## config.mk

```make
export PLATFORM = sky130hd
export DESIGN_NAME = rtc_timer
export DESIGN_NICKNAME = d
export VERILOG_FILES = /design/src/rtl/rtc_timer.sv
export SDC_FILE = /design/constraint.sdc
export NUM_CORES = 1
export LEC_CHECK = 0
export CAP_MARGIN = 10
export CORE_UTILIZATION = 30
export CTS_BUF_LIST = sky130_fd_sc_hd__clkbuf_4 sky130_fd_sc_hd__clkbuf_8
export DETAILED_ROUTE_END_ITERATION = 10
export GPL_ROUTABILITY_DRIVEN = 0
export GPL_TIMING_DRIVEN = 0
export MAX_ROUTING_LAYER = met4
export PLACE_DENSITY = 0.45
export RECOVER_POWER = 50
export SYNTH_ARGS = -nofsm -noshare
export SYNTH_HDL_FRONTEND = slang
export SYNTH_SLANG_ARGS = --single-unit
```

## constraint.sdc

```tcl
create_clock -name clk_i -period 16.05 [get_ports clk_i]
set_clock_uncertainty 0.1 [all_clocks]
set_input_delay 4.815 -clock clk_i [delete_from_list [all_inputs] [get_ports clk_i]]
set_output_delay 4.815 -clock clk_i [all_outputs]
set_load 0.05 [all_outputs]
```

## src/rtl/rtc_timer.sv

```systemverilog
// rtc_timer: prescaled tick counter with programmable one-shot/periodic alarms.
// Word-addressed register interface, level interrupt from STATUS & IRQ_EN.
module rtc_timer #(
    parameter int CLK_FREQ = 50_000_000,
    parameter int TICK_HZ  = 1000,
    parameter int CNT_W    = 32,
    parameter int N_ALARMS = 4
) (
    input  logic             clk_i,
    input  logic             rst_i,
    input  logic [5:0]       addr_i,
    input  logic [31:0]      wdata_i,
    input  logic             we_i,
    input  logic             re_i,
    output logic [31:0]      rdata_o,
    output logic             tick_o,
    output logic             irq_o,
    output logic [CNT_W-1:0] count_o
);

    localparam int DIV = CLK_FREQ / TICK_HZ;
    localparam int PW  = (DIV > 2) ? $clog2(DIV) : 1;
    localparam logic [PW-1:0] PRESC_LAST = PW'(DIV - 1);

    logic [PW-1:0]       presc_q;
    logic [CNT_W-1:0]    count_q;
    logic                en_q;
    logic [N_ALARMS-1:0] arm_q;
    logic [N_ALARMS:0]   status_q;
    logic [N_ALARMS:0]   irq_en_q;
    logic [CNT_W-1:0]    cmp_q    [N_ALARMS];
    logic [CNT_W-1:0]    period_q [N_ALARMS];

    logic                wr_count, wr_ctrl, wr_status, wr_irq_en;
    logic [N_ALARMS-1:0] wr_cmp, wr_period;
    logic                presc_wrap;
    logic                tick_fire;
    logic [CNT_W-1:0]    cnt_next;
    logic [N_ALARMS-1:0] fire;
    logic [N_ALARMS-1:0] oneshot_fire;
    logic                ovf_set;
    logic [31:0]         rd_val;

    // Register write decode
    always_comb begin
        wr_count  = we_i && (addr_i == 6'h00);
        wr_ctrl   = we_i && (addr_i == 6'h01);
        wr_status = we_i && (addr_i == 6'h02);
        wr_irq_en = we_i && (addr_i == 6'h03);
        wr_cmp    = '0;
        wr_period = '0;
        for (int k = 0; k < N_ALARMS; k++) begin
            wr_cmp[k]    = we_i && (addr_i == 6'(4 + 2 * k));
            wr_period[k] = we_i && (addr_i == 6'(5 + 2 * k));
        end
    end

    // Tick generation: a COUNT write in the wrap cycle swallows that tick
    always_comb begin
        presc_wrap = en_q && (presc_q == PRESC_LAST);
        tick_fire  = presc_wrap && !wr_count;
        cnt_next   = count_q + CNT_W'(1);
        ovf_set    = tick_fire && (count_q == {CNT_W{1'b1}});
    end

    // Alarm compare against the post-increment counter, all channels in parallel
    always_comb begin
        fire         = '0;
        oneshot_fire = '0;
        for (int k = 0; k < N_ALARMS; k++) begin
            fire[k]         = tick_fire && arm_q[k] && (cnt_next == cmp_q[k]);
            oneshot_fire[k] = fire[k] && (period_q[k] == '0);
        end
    end

    // Prescaler and tick counter; a COUNT write restarts the tick period
    always_ff @(posedge clk_i or posedge rst_i) begin
        if (rst_i) begin
            presc_q <= '0;
            count_q <= '0;
        end else if (wr_count) begin
            presc_q <= '0;
            count_q <= wdata_i[CNT_W-1:0];
        end else if (en_q) begin
            presc_q <= presc_wrap ? '0 : presc_q + PW'(1);
            if (tick_fire) count_q <= cnt_next;
        end
    end

    // Control, status and interrupt-enable; hardware set beats W1C, CTRL write beats one-shot disarm
    always_ff @(posedge clk_i or posedge rst_i) begin
        if (rst_i) begin
            en_q     <= 1'b0;
            arm_q    <= '0;
            status_q <= '0;
            irq_en_q <= '0;
        end else begin
            if (wr_ctrl) begin
                en_q  <= wdata_i[0];
                arm_q <= wdata_i[N_ALARMS:1];
            end else begin
                arm_q <= arm_q & ~oneshot_fire;
            end
            status_q <= (wr_status ? (status_q & ~wdata_i[N_ALARMS:0]) : status_q)
                        | {ovf_set, fire};
            if (wr_irq_en) irq_en_q <= wdata_i[N_ALARMS:0];
        end
    end

    // Compare and period registers; software CMP write beats periodic reload
    always_ff @(posedge clk_i or posedge rst_i) begin
        if (rst_i) begin
            for (int k = 0; k < N_ALARMS; k++) begin
                cmp_q[k]    <= '0;
                period_q[k] <= '0;
            end
        end else begin
            for (int k = 0; k < N_ALARMS; k++) begin
                if (wr_cmp[k]) begin
                    cmp_q[k] <= wdata_i[CNT_W-1:0];
                end else if (fire[k] && (period_q[k] != '0)) begin
                    cmp_q[k] <= cmp_q[k] + period_q[k];
                end
                if (wr_period[k]) period_q[k] <= wdata_i[CNT_W-1:0];
            end
        end
    end

    // Read mux; unmapped addresses and unused bits return 0
    always_comb begin
        rd_val = '0;
        case (addr_i)
            6'h00:   rd_val[CNT_W-1:0]  = count_q;
            6'h01:   rd_val[N_ALARMS:0] = {arm_q, en_q};
            6'h02:   rd_val[N_ALARMS:0] = status_q;
            6'h03:   rd_val[N_ALARMS:0] = irq_en_q;
            default: begin
                for (int k = 0; k < N_ALARMS; k++) begin
                    if (addr_i == 6'(4 + 2 * k)) rd_val[CNT_W-1:0] = cmp_q[k];
                    if (addr_i == 6'(5 + 2 * k)) rd_val[CNT_W-1:0] = period_q[k];
                end
            end
        endcase
    end

    // Registered read data, held between reads
    always_ff @(posedge clk_i or posedge rst_i) begin
        if (rst_i) begin
            rdata_o <= '0;
        end else if (re_i) begin
            rdata_o <= rd_val;
        end
    end

    assign tick_o  = tick_fire;
    assign irq_o   = |(status_q & irq_en_q);
    assign count_o = count_q;

endmodule

```

==> summary.txt, run 1 <==
CTS
  – H-tree Lvls: 3
  – Clock root buffer: clkbuf_8
  – # clock sinks: around 350
  – Worst-Skew Late Latency: ~0.67 ns
  – CTS Hold Bufs: 0
  – Clock-pin transition on the worst setup and hold timing paths: around 0.050 ns
  – # resized after CTS: 0
  – TritonCTS buffer count: 70
  – Post-CTS Setup Bufs: 0
  – Clock buffer depth: 3
  – CTS tree: yes

Layout
  – Area Growth Syn to Fin: 14.15%
  – Fin nets: ~3200
  – Final Instance Area: roughly 0.030 mm^2
  – Layout cell share with drive strength beyond 1: a little under an eighth
  – Reg area: 0.008783 mm^2
  – Multi-input logic area: roughly 0.017 mm^2
  – Filler cells: between 8000 and 9000

Power
  – Max VDD drop: between 0.05 and 0.06 mV
  – Leak: 12.83 nW
  – PD cells: 110.6 mW/mm^2

Flow run
  – Max-Cap Viols: 3

Floorplanning
  – Horiz. Die Dim: just under 300 um
  – Die footprint: roughly 0.089 mm^2
  – Core area: roughly 0.087 mm^2
  – I/O pins: 108
  – Row cnt: 108
  – Initial Util: a little over 30%
  – Die extent in y: around 300 um

Synthesis
  – Yosys reg bits: between 300 and 400
  – Seq/Total Area, Yosys: around 33%
  – Yosys top cell area share: 33.38%
  – Cell count after synthesis: ~2900
  – Ys Warns: 0
  – Synth cell types: 84
  – Post-Syn Area: around 0.026 mm^2
  – Synth area leader: dfrtp_1
  – Synth area leaders: dfrtp_1, mux2_2, ha_1
  – Post-synth top flop: dfrtp_1
  – Number of flops mapped to enable cells by yosys: 0
  – Synthesized net count: between 3000 and 4000
  – Syn Area/Cell: roughly 9.1 um^2
  – Async set or reset register ratio after synthesis: 100.0%

Timing
  – Actual slew at the worst max-slew pin: just under 5 ns
  – Tmin final: roughly 13 ns
  – Slew Limit Fails: 235
  – Hold Vio Cnt, Final: 0
  – # setup viols final: 0
  – Fin crit share: slightly below 80%
  – Total negative setup slack: 0 ns
  – RSZ-0062 raised after global routing: false
  – Max-slew headroom: -222.6%
  – F_max: ~0.08 GHz

Placed design
  – Number of port buffers: slightly below 80
  – Final HPWL DP: 91180 um
  – Placed inst area: 0.02868 mm^2

Routing
  – TritonRoute pass-1 iters: 6
  – Iter 0 DRT Violations: 2774
  – Vias/cell: between 5 and 6
  – Total Routed Length: around 110000 um
  – Routed length per instance: about 27 um
  – Vias: roughly 24000
  – Routed Antenna Nets: 0
  – Number of remaining DRC errors: 0

Worst setup path
  – Crit path cell chain: clkdlybuf4s50_1 -> nor2_1 -> and3_1 -> clkbuf_1 -> nor2_1 -> clkdlybuf4s50_1
  – Max incr delay on CP: roughly 0.96 ns
  – Critical path data arrival time: roughly 7.9 ns
  – Critical path class: input pin to output port
  – Worst setup EP type: output port
  – Critical Path Stages: 6
  – Cell family with most CP delay: buffers and inverters
  – Worst-path fanout max: 9
  – Cells on worst reg2reg path: 14
  – WP data required: about 11 ns
  – Crit-path slowest cell: clkdlybuf4s50_1
  – Worst setup SP type: input pin
  – Buffers plus inverters on the worst setup path: 3

GRT
  – GR Overflow Total: 0
  – First-pass GRT wire length: roughly 160000 um
  – Initial antenna violation count: 4
  – Vias in the first global route: around 23000
  – Largest net degree at the start of global routing: roughly 120
  – GRT Resource Usage Total: around a quarter

Worst hold path
  – Min-Delay Path Class: flip-flop to flip-flop
  – Hold path depth: 1

Status
  – Violated checks: max-capacitance violations, max-slew violations
  – Status: complete, but fails checks
[metrics by stage]
| stage | hold WS, ns | setup WS [ns] | util, % | total power, mW | instances |
|---|---|---|---|---|---|
| 3_5_place_dp | 0.3916 | 2.884 | 33.01 | 2.356 | 4120 |
| 6_report | 0.4060 | 3.285 | 34.57 | 3.324 | 4239 |
| 4_1_cts | 0.4032 | 2.866 | 34.60 | 3.332 | 4231 |
| 3_3_place_gp | 0.3852 | -3.509 | 32.85 | 2.337 | 4113 |
| 2_1_floorplan | 0.3662 | 1.400 | - | 1.961 | 2880 |
| 5_1_grt | 0.4348 | 3.133 | 34.57 | 3.492 | 4237 |
[sequential cells by signal, indices dropped and copies added, names as in the netlist]
signal and cells:
arm_q 4, cmp_q 128, count_o 32, en_q 1, irq_en_q 5, period_q 128
presc_q 16, rdata_o 32, status_q 5
[layer usage]
metal	share of wire (%)	GRT usage (%)
met5	0	-
met4	4.2	9.683
met1	43	33.42
met3	8.2	5.776
met2	44	38.39
[cells in the mapped netlist, drive strengths merged (29+ instances only)]
| cell type | n |
|---|---|
| a31oi | 30 |
| ha | 126 |
| and3 | 29 |
| xnor2 | 171 |
| nand4 | 44 |
| xor2 | 104 |
| nor2 | 181 |
| a21o | 59 |
| nand3 | 71 |
| mux2i | 119 |
| mux2 | 158 |
| o21ai | 240 |
| nor3 | 44 |
| inv | 45 |
| clkbuf | 113 |
| a21oi | 148 |
| buf | 72 |
| a22oi | 76 |
| dfrtp | 351 |
| nor4 | 61 |
| nand2 | 297 |
[worst paths after layout]
| kind | startpoint | to | slack [ns] |
|---|---|---|---|
| min in group asynchronous | rst_i | presc_q[9] | 5.45 |
| setup reg to reg | count_o[0] | cmp_q[31] | 10.31 |
| hold reg to reg | status_q[2] | status_q[2] | 0.41 |
| setup / recovery | addr_i[0] | tick_o | 3.28 |
| hold / removal | status_q[2] | status_q[2] | 0.41 |
| max in group asynchronous | rst_i | cmp_q[85] | 4.62 |
[placed cells by master (no fill, tap or decap), drive strengths merged, types with 16 or more instances in the layout]
| master | n |
|---|---|
| o21a | 20 |
| buf | 78 |
| and3 | 29 |
| a31oi | 30 |
| clkbuf | 213 |
| dlygate4sd3 | 34 |
| o221ai | 25 |
| nor2b | 18 |
| mux2 | 158 |
| nor3 | 44 |
| a21o | 59 |
| and2 | 16 |
| nand4 | 44 |
| xnor2 | 171 |
| a22oi | 76 |
| xor2 | 104 |
| nand2b | 18 |
| nor2 | 181 |
| inv | 47 |
| o21ai | 240 |
| nand2 | 297 |
| mux2i | 119 |
| ha | 126 |
| clkdlybuf4s50 | 44 |
| nor4 | 61 |
| dfrtp | 351 |
| a21oi | 148 |
| or3 | 18 |
| nand3 | 71 |
| xnor3 | 16 |
| a41oi | 28 |
| o21bai | 17 |
[where the power goes]
group          leakage (nW)  switching [mW]  internal, mW  total [mW]
Sequential             4.53           0.213          1.00        1.22
Combinational          7.56           0.686         0.463        1.15
Clock                 0.738           0.421         0.536       0.957
Total                  12.8            1.32          2.00        3.32
[layout make-up]
cell class / instances / area share [%]
flip-flops and latches: 351 / 29.24
plain buffers: 185 / 2.711
clock inverters: 14 / 0.5206
inverters: 45 / 0.5664
well taps: 1155 / 4.811
multi-input cells: 2299 / 55.15
diodes: 5 / 0.04165
clock buffers: 97 / 4.069
repair buffers: 88 / 2.890
[worst register-to-register path, delay by kind of cell (launching register included)]
family / cells / cell delay (ns)
compound gates: 2 / 0.57
xor+xnor: 2 / 0.44
buf+inv: 3 / 1.03
flops: 1 / 0.39
simple gates: 7 / 3.14
[cells by family after synthesis]
group	share of synthesized area (%)
DFF	33.38
xor gates and xnor gates	10.64
adders and majority gates	6.295
buffers and inverters	3.737
muxes	12.40
and+or+nand+nor	15.64
AOI/OAI and AO/OA	17.91
Power figures use the tool's default switching activity.
==> run 2: changes to the inputs <==
==> constraint.sdc (replaced) <==
create_clock -name clk_i -period 12.5 [get_ports clk_i]
set_clock_uncertainty 0.1 [all_clocks]
set_input_delay 3.75 -clock clk_i [delete_from_list [all_inputs] [get_ports clk_i]]
set_output_delay 3.75 -clock clk_i [all_outputs]
set_load 0.05 [all_outputs]
==> run 2 against run 1 <==
  * The run still ends with max-capacitance violations, max-slew violations left
  * Critical path depth is the same
  * Clock power increased by 40%
  * Largest power group unchanged
  * Register-to-register slack got worse by 3.6 ns
  * Global-route usage increased by 0.10 points
  * Combinational power grew 29%
  * Count of clock-buffer cells in the layout rose by 18
  * Worst setup slack got worse by 1.7 ns
  * Die area unchanged
  * Power increased by 32%
  * Routed wire length is 0.42% higher
  * Non-clock buffer count grew 5
  * Sequential power rose by 28%
==> summary.txt, run 2 (synthesized netlist as in run 1, its figures left out) <==
Status
  – Status: complete, but fails checks
  – Violated checks: max-capacitance violations, max-slew violations

Worst setup path
  – Buffers plus inverters on the worst setup path: 3 (unchanged)
  – Worst setup EP type: output port
  – Crit path cell chain: clkdlybuf4s50_1 -> nor4_1 -> and3_1 -> clkbuf_1 -> nor2_1 -> clkdlybuf4s50_1
  – WP data required: 8.65 ns (-2.48 ns)
  – Critical path class: input pin to output port
  – Most used cell, CP: clkdlybuf4s50_1
  – Max incr delay on CP: 0.81 ns (-0.15 ns)
  – Worst-path fanout max: 9 (unchanged)
  – Crit-path slowest cell: clkdlybuf4s50_1
  – Critical path data arrival time: 7.09 ns (-0.76 ns)
  – Worst setup SP type: input pin
  – Cell family with most CP delay: buffers and inverters

CTS
  – CTS tree: yes
  – CTS Hold Bufs: 0 (unchanged)
  – Clock-pin transition on the worst setup and hold timing paths: 0.05 ns (about the same)
  – # clock sinks: 351 (unchanged)
  – H-tree Lvls: 3 (unchanged)
  – Worst-Skew Late Latency: 0.69 ns (+0.02 ns)
  – Post-CTS Setup Bufs: 0 (unchanged)
  – Clock root buffer: clkbuf_8
  – TritonCTS buffer count: 72 (+2.9%)
  – Clock buffer depth: 3 (unchanged)
  – # resized after CTS: 0 (unchanged)

Floorplanning
  – Core area: 0.08689 mm^2 (unchanged)
  – Die extent in y: 298.2 um (unchanged)
  – Row cnt: 108 (unchanged)
  – Initial Util: 30.29% (unchanged)
  – I/O pins: 108 (unchanged)
  – Horiz. Die Dim: 298.2 um (unchanged)
  – Die footprint: 0.08891 mm^2 (unchanged)

GRT
  – GR peak layer: met2
  – Largest net degree at the start of global routing: 43 (-65%)
  – First-pass GRT wire length: 163400 um (+0.48%)
  – GR Overflow Total: 0 (unchanged)
  – GRT Resource Usage Total: 25.70% (+0.10 points)
  – M2 GR Usage: 38.03% (-0.37 points)
  – GR Util met1: 34.10% (+0.68 points)
  – Global Route met3 Usage: 5.746% (-0.029 points)
  – Initial antenna violation count: 3 (-1)
  – Vias in the first global route: 23420 (-0.22%)

Routing
  – Routed Antenna Nets: 0 (unchanged)
  – Vias: 24420 (+0.016%)
  – Total Routed Length: 113100 um (+0.42%)
  – Number of remaining DRC errors: 0 (unchanged)
  – TritonRoute pass-1 iters: 7 (+1)
  – Iter 0 DRT Violations: 2917 (+5.2%)
  – Vias/cell: 5.736 (-0.43%)
  – Routed length per instance: 26.55 um (about the same)

Flow run
  – Max-Cap Viols: 7 (+4)

Layout
  – Area Growth Syn to Fin: 14.90%
  – Layout cell share with drive strength beyond 1: 12.13% (+0.43 points)
  – Most frequent cells in the layout: dfrtp_1, nand2_1, o21ai_0
  – Fin nets: 3219 (+0.22%)
  – Filler cells: 9010 (+1.2%)
  – Reg area: 0.008783 mm^2 (unchanged)
  – Multi-input logic area: 0.01657 mm^2 (unchanged)
  – Most common cell after layout, fill and taps aside: dfrtp_1
  – Largest registers: cmp_q x128, period_q x128
  – Final Instance Area: 0.03024 mm^2 (+0.65%)

Timing
  – Hold Vio Cnt, Final: 0 (unchanged)
  – # setup viols final: 0 (unchanged)
  – Total negative setup slack: 0 ns (unchanged)
  – Slew Limit Fails: 257 (+9.4%)
  – Actual slew at the worst max-slew pin: 2.314 ns (-2.526 ns)
  – Fin crit share: between 80 and 90%
  – F_max: 0.09142 GHz
  – RSZ-0062 raised after global routing: false
  – Max-slew headroom: -54.25% (+170 points)
  – Tmin final: around 11 ns

Worst hold path
  – Min-Delay Path Class: flip-flop to flip-flop

Power
  – Max VDD drop: 0.07888 mV (+46%)
  – Leak: 12.90 nW (+0.54%)
  – Final total power: 4.385 mW (+32%)
  – PD cells: 145.0 mW/mm^2 (+31%)

Placed design
  – Number of port buffers: 78 (unchanged)
  – Final HPWL DP: 92120 um (+1.0%)
  – Placed inst area: 0.02880 mm^2 (+0.40%)
[run 2: cell count changes in the layout (fill, tap and decap cells not counted), moves of 2 or more]
cell and delta:
clkinvlp_4 +3, bufinv_16 -2, diode_2 -3, inv_8 +2, clkbuf_1 +7, clkinv_2 -2, clkbuf_8 +18, inv_6 -2
[run 2: layer usage]
metal | vias up | part of all wire [%]
met3 | 261 | 8.4
met5 | - | 0
met1 | 12040 | 44
met2 | 1173 | 44
met4 | 0 | 4.1
li1 | 10950 | -
[run 2: final cells by class]
type | instances | share of cell area (%)
multi-input cells | 2299 | 54.79
flip-flops and latches | 351 | 29.05
clock buffers | 115 | 4.862
well taps | 1155 | 4.779
repair buffers | 93 | 2.868
plain buffers | 185 | 2.694
inverters | 45 | 0.5627
clock inverters | 13 | 0.3765
diodes | 2 | 0.01655
[run 2: through the flow]
stage	hold slack, ns	util, %	std cells	setup WS, ns
global route	0.4309	34.80	4258	1.566
global placement	0.3869	32.85	4113	1.176
floorplan	0.3662	-	2880	3.539
detailed placement	0.3953	33.14	4126	1.341
CTS	0.4091	34.96	4254	1.371
finish	0.4108	34.80	4258	1.561
[run 2: final timing paths]
kind                             startpoint           end  slack, ns  cells after the start
worst max register to register   count_o[0]     cmp_q[31]       6.74                     14
min in group asynchronous             rst_i  period_q[25]       3.60                      2
worst max-delay path              addr_i[2]        tick_o       1.56                      6
max in group asynchronous             rst_i      cmp_q[1]       3.58                      5
worst min register to register  status_q[2]   status_q[2]       0.41                      1
worst min-delay path            status_q[2]   status_q[2]       0.41                      1
[run 2: report_power, final]
group	switching (mW)	leakage (nW)	internal (mW)	total [mW]
clock	0.575	0.835	0.767	1.34
combinational	0.884	7.53	0.594	1.48
sequential	0.274	4.53	1.29	1.56
total	1.73	12.9	2.65	4.38
==> run 3: changes to the inputs <==
--- a/config.mk
+++ b/config.mk
@@ -5,6 +5,7 @@
 export SDC_FILE = /design/constraint.sdc
 export NUM_CORES = 1
 export LEC_CHECK = 0
+export ABC_AREA = 1
 export CAP_MARGIN = 10
 export CORE_UTILIZATION = 30
 export CTS_BUF_LIST = sky130_fd_sc_hd__clkbuf_4 sky130_fd_sc_hd__clkbuf_8
==> run 3 against run 2 <==
  * The flow still finishes with violations (max-capacitance violations, max-slew violations)
  * Core utilization increased by 0.17 points
  * Die area increased by 5.8%
  * Design area increased by 6.2%
  * Via count increased by 31%
  * Cell count increased by 35%
  * Critical path type unchanged
  * Largest power group unchanged
==> summary.txt, run 3 <==
Synthesis
  – Simple-gate share of the synthesized area: 34.12% (+18 points)
  – Syn Area/Cell: 6.578 um^2 (-28%)
  – Cell count after synthesis: 4234 (+47%)
  – Most common cell in the netlist: nand2_1
  – Yosys reg bits: 351 (unchanged)
  – Ys Warns: 0 (unchanged)
  – Mux share of post-synthesis cell area: 0% (-12 points)
  – Synth area leader: dfrtp_1
  – Largest family of logic cells by synthesized area: simple AND/OR/NAND/NOR gates
  – Number of flops mapped to enable cells by yosys: 0 (unchanged)
  – Post-Synth Adder-Cell Area: 5.948% (-0.35 points)
  – Synthesized net count: 4406 (+44%)
  – Yosys top cell area share: 31.54% (-1.8 points)
  – Xor-xnor portion of the synthesized cell area: 3.805% (-6.8 points)
  – Synth Area in Compound Gates: 16.42% (-1.5 points)
  – Synth cell types: 56 (-33%)
  – Synth area leaders: dfrtp_1, nand2_1, o21ai_0
  – Post-Syn Area: 0.02785 mm^2 (+5.8%)
  – Post-synth top flop: dfrtp_1
  – Top cells by count, synth: nand2_1, inv_1, o21ai_0, nor2_1, dfrtp_1
  – Async set or reset register ratio after synthesis: 100.0% (unchanged)
  – Seq/Total Area, Yosys: 31.54% (-1.8 points)

Floorplanning
  – Core area: 0.09180 mm^2 (+5.7%)
  – I/O pins: 108 (unchanged)
  – Die extent in y: 306.7 um (+2.9%)
  – Horiz. Die Dim: 306.7 um (+2.9%)
  – Row cnt: 111 (+2.8%)
  – Initial Util: 30.34% (+0.050 points)
  – Die footprint: 0.09406 mm^2 (+5.8%)

Layout
  – Fin nets: 4595 (+43%)
  – Most common cell after layout, fill and taps aside: nand2_1
  – Area Growth Syn to Fin: 15.27%
  – Reg area: 0.008783 mm^2 (unchanged)
  – Multi-input logic area: 0.01679 mm^2 (+1.3%)
  – Most frequent cells in the layout: nand2_1, inv_1, o21ai_0
  – Layout cell share with drive strength beyond 1: 5.160% (-7.0 points)
  – Filler cells: 10290 (+14%)
  – Largest registers: cmp_q x128, period_q x128

Status
  – Violated checks: max-capacitance violations, max-slew violations
  – Status: complete, but fails checks

Worst setup path
  – Most used cell, CP: nand2_1
  – Crit-path slowest cell: clkdlybuf4s50_1
  – Critical path data arrival time: 8.19 ns (+1.10 ns)
  – Worst setup SP type: input pin
  – Crit path cell chain: dlygate4sd3_1 -> nor2_1 -> nand2_1 -> nor2_2 -> nand2_1 -> nand4_1 -> clkbuf_1 -> inv_1 -> clkdlybuf4s50_1
  – Worst-path fanout max: 10 (+1)
  – WP data required: 8.65 ns (about the same)
  – Worst setup EP type: output port
  – Max incr delay on CP: 0.72 ns (-0.09 ns)
  – Critical path class: input pin to output port

Timing
  – Final hold slack: 0.3757 ns (-0.03512 ns)
  – F_max: 0.08303 GHz (-9.2%)
  – Max-slew headroom: -49.37% (+4.9 points)
  – Hold Vio Cnt, Final: 0 (unchanged)
  – Slew Limit Fails: 322 (+25%)
  – Actual slew at the worst max-slew pin: 2.241 ns (-0.07327 ns)
  – # setup viols final: 0 (unchanged)
  – Tmin final: 12.04 ns (+1.106 ns)
  – RSZ-0062 raised after global routing: false
  – Total negative setup slack: 0 ns (unchanged)
  – Fin crit share: 96.36% (+8.8 points)

Routing
  – Routed length per instance: 27.03 um (+1.8%)
  – Met3 WL: 14770 um (+56%)
  – Vias: 32070 (+31%)
  – Number of remaining DRC errors: 0 (unchanged)
  – Routed Antenna Nets: 0 (unchanged)
  – Iter 0 DRT Violations: 4236 (+45%)
  – TritonRoute pass-1 iters: 6 (-1)
  – Top layer in use: met4
  – Met2 wire length: 64380 um (+30%)
  – Met1 WL: 68080 um (+38%)
  – Vias/cell: 5.585 (-2.6%)
  – Total Routed Length: 155200 um (+37%)

GRT
  – Initial antenna violation count: 21 (+18)
  – First-pass GRT wire length: 217700 um (+33%)
  – Vias in the first global route: 29350 (+25%)
  – GR Overflow Total: 0 (unchanged)
  – GRT Resource Usage Total: 33.31% (+7.6 points)
  – Largest net degree at the start of global routing: 38 (-12%)

CTS
  – # resized after CTS: 0 (unchanged)
  – Clock-pin transition on the worst setup and hold timing paths: 0.05 ns (about the same)
  – H-tree Lvls: 3 (unchanged)
  – CTS tree: yes
  – CTS Hold Bufs: 0 (unchanged)
  – Worst-Skew Late Latency: 0.72 ns (+0.03 ns)
  – Clock buffer depth: 3 (unchanged)
  – Post-CTS Setup Bufs: 0 (unchanged)
  – Clock root buffer: clkbuf_8
  – # clock sinks: 351 (unchanged)
  – TritonCTS buffer count: 72 (unchanged)

Placed design
  – Number of port buffers: 105 (+35%)
  – Final HPWL DP: 124100 um (+35%)

Power
  – PD cells: 129.6 mW/mm^2 (-11%)
  – Max VDD drop: 0.07371 mV (-6.5%)
  – Int Pwr: 2.417 mW (-8.8%)
  – Sw Share: 41.88% (+2.3 points)
  – Leak: 15.19 nW (+18%)
  – Combinational fraction of design power: 30.5% (-3.2 points)
  – Clk pwr share: 32.6% (+2.0 points)
  – NetSw: 1.742 mW (+0.49%)
  – Register share of total power: 37.0% (+1.3 points)

Flow run
  – Max-Cap Viols: 9 (+2)

Worst hold path
  – Min-Delay Path Class: flip-flop to flip-flop
==> run 3: changes by cell type in the layout (fill, tap and decap cells not counted), sizes merged, moves of 119 or more <==
cell / delta
mux2i: -119
mux2: -158
nor2: +189
inv: +396
nand2: +1010
xnor2: -138
nand3: +280
o21ai: +167
==> run 3: routing by layer <==
| layer | GRT usage, % | vias up |
|---|---|---|
| met3 | 7.016 | 338 |
| met1 | 45.38 | 15470 |
| li1 | - | 14530 |
| met5 | - | - |
| met2 | 46.83 | 1725 |
| met4 | 15.26 | 0 |
==> run 3: logic make-up (layout without fill, tap and decap cells) <==
logic type | after synthesis | count (layout)
other | 0 | 22
buffers and inverters | 585 | 828
adders and majority gates | 130 | 130
DFF | 351 | 351
xor gates and xnor gates | 121 | 121
and+or+nand+nor | 2240 | 2240
AOI/OAI and AO/OA | 807 | 807
==> run 3: worst paths after layout <==
path | start | end | slack [ns] | cells past startpoint
max | addr_i[5] | tick_o | 0.46 | 9
min | rdata_o[2] | rdata_o[2] | 0.38 | 2
max reg2reg | count_o[1] | cmp_q[6] | 8.44 | 16
min reg2reg | rdata_o[2] | rdata_o[2] | 0.38 | 2
max in group asynchronous | rst_i | cmp_q[59] | 2.03 | 6
min in group asynchronous | rst_i | status_q[1] | 3.57 | 2
==> run 3: final cells by class <==
type                    count  share of cell area [%]
multi-input cells        3298                   52.30
diodes                     22                  0.1715
plain buffers             134                   1.812
clock inverters            21                  0.5846
inverters                 451                   5.277
clock buffers             107                   4.256
well taps                1243                   4.845
repair buffers            115                   3.391
flip-flops and latches    351                   27.36
==> run 3: metrics by stage <==
step                instance area [um^2]  total power, mW  std cells  util [%]  setup WS [ns]
finish                             32100            4.159       5742     34.97         0.4555
global route                       32080            4.339       5734     34.95         0.4813
CTS                                32210            4.143       5720     35.09         0.9687
detailed placement                 30660            2.781       5592     33.40         0.9684
global placement                   30460            2.773       5582     33.18         0.8055
floorplan                          27850            2.246       4234         -          3.511
==> run 3: power by group through the flow <==
stage / Sequential, mW / Clock (mW) / Combinational (mW)
finish: 1.54 / 1.36 / 1.27
global route: 1.53 / 1.42 / 1.39
CTS: 1.52 / 1.38 / 1.25
detailed placement: 1.54 / 0 / 1.24
global placement: 1.54 / 0 / 1.23
floorplan: 1.47 / 0 / 0.779
==> run 3: worst max-delay path, delay by kind of cell <==
family	cells	cell delay, ns
buffers and inverters	4	1.89
and+or+nand+nor	5	2.53
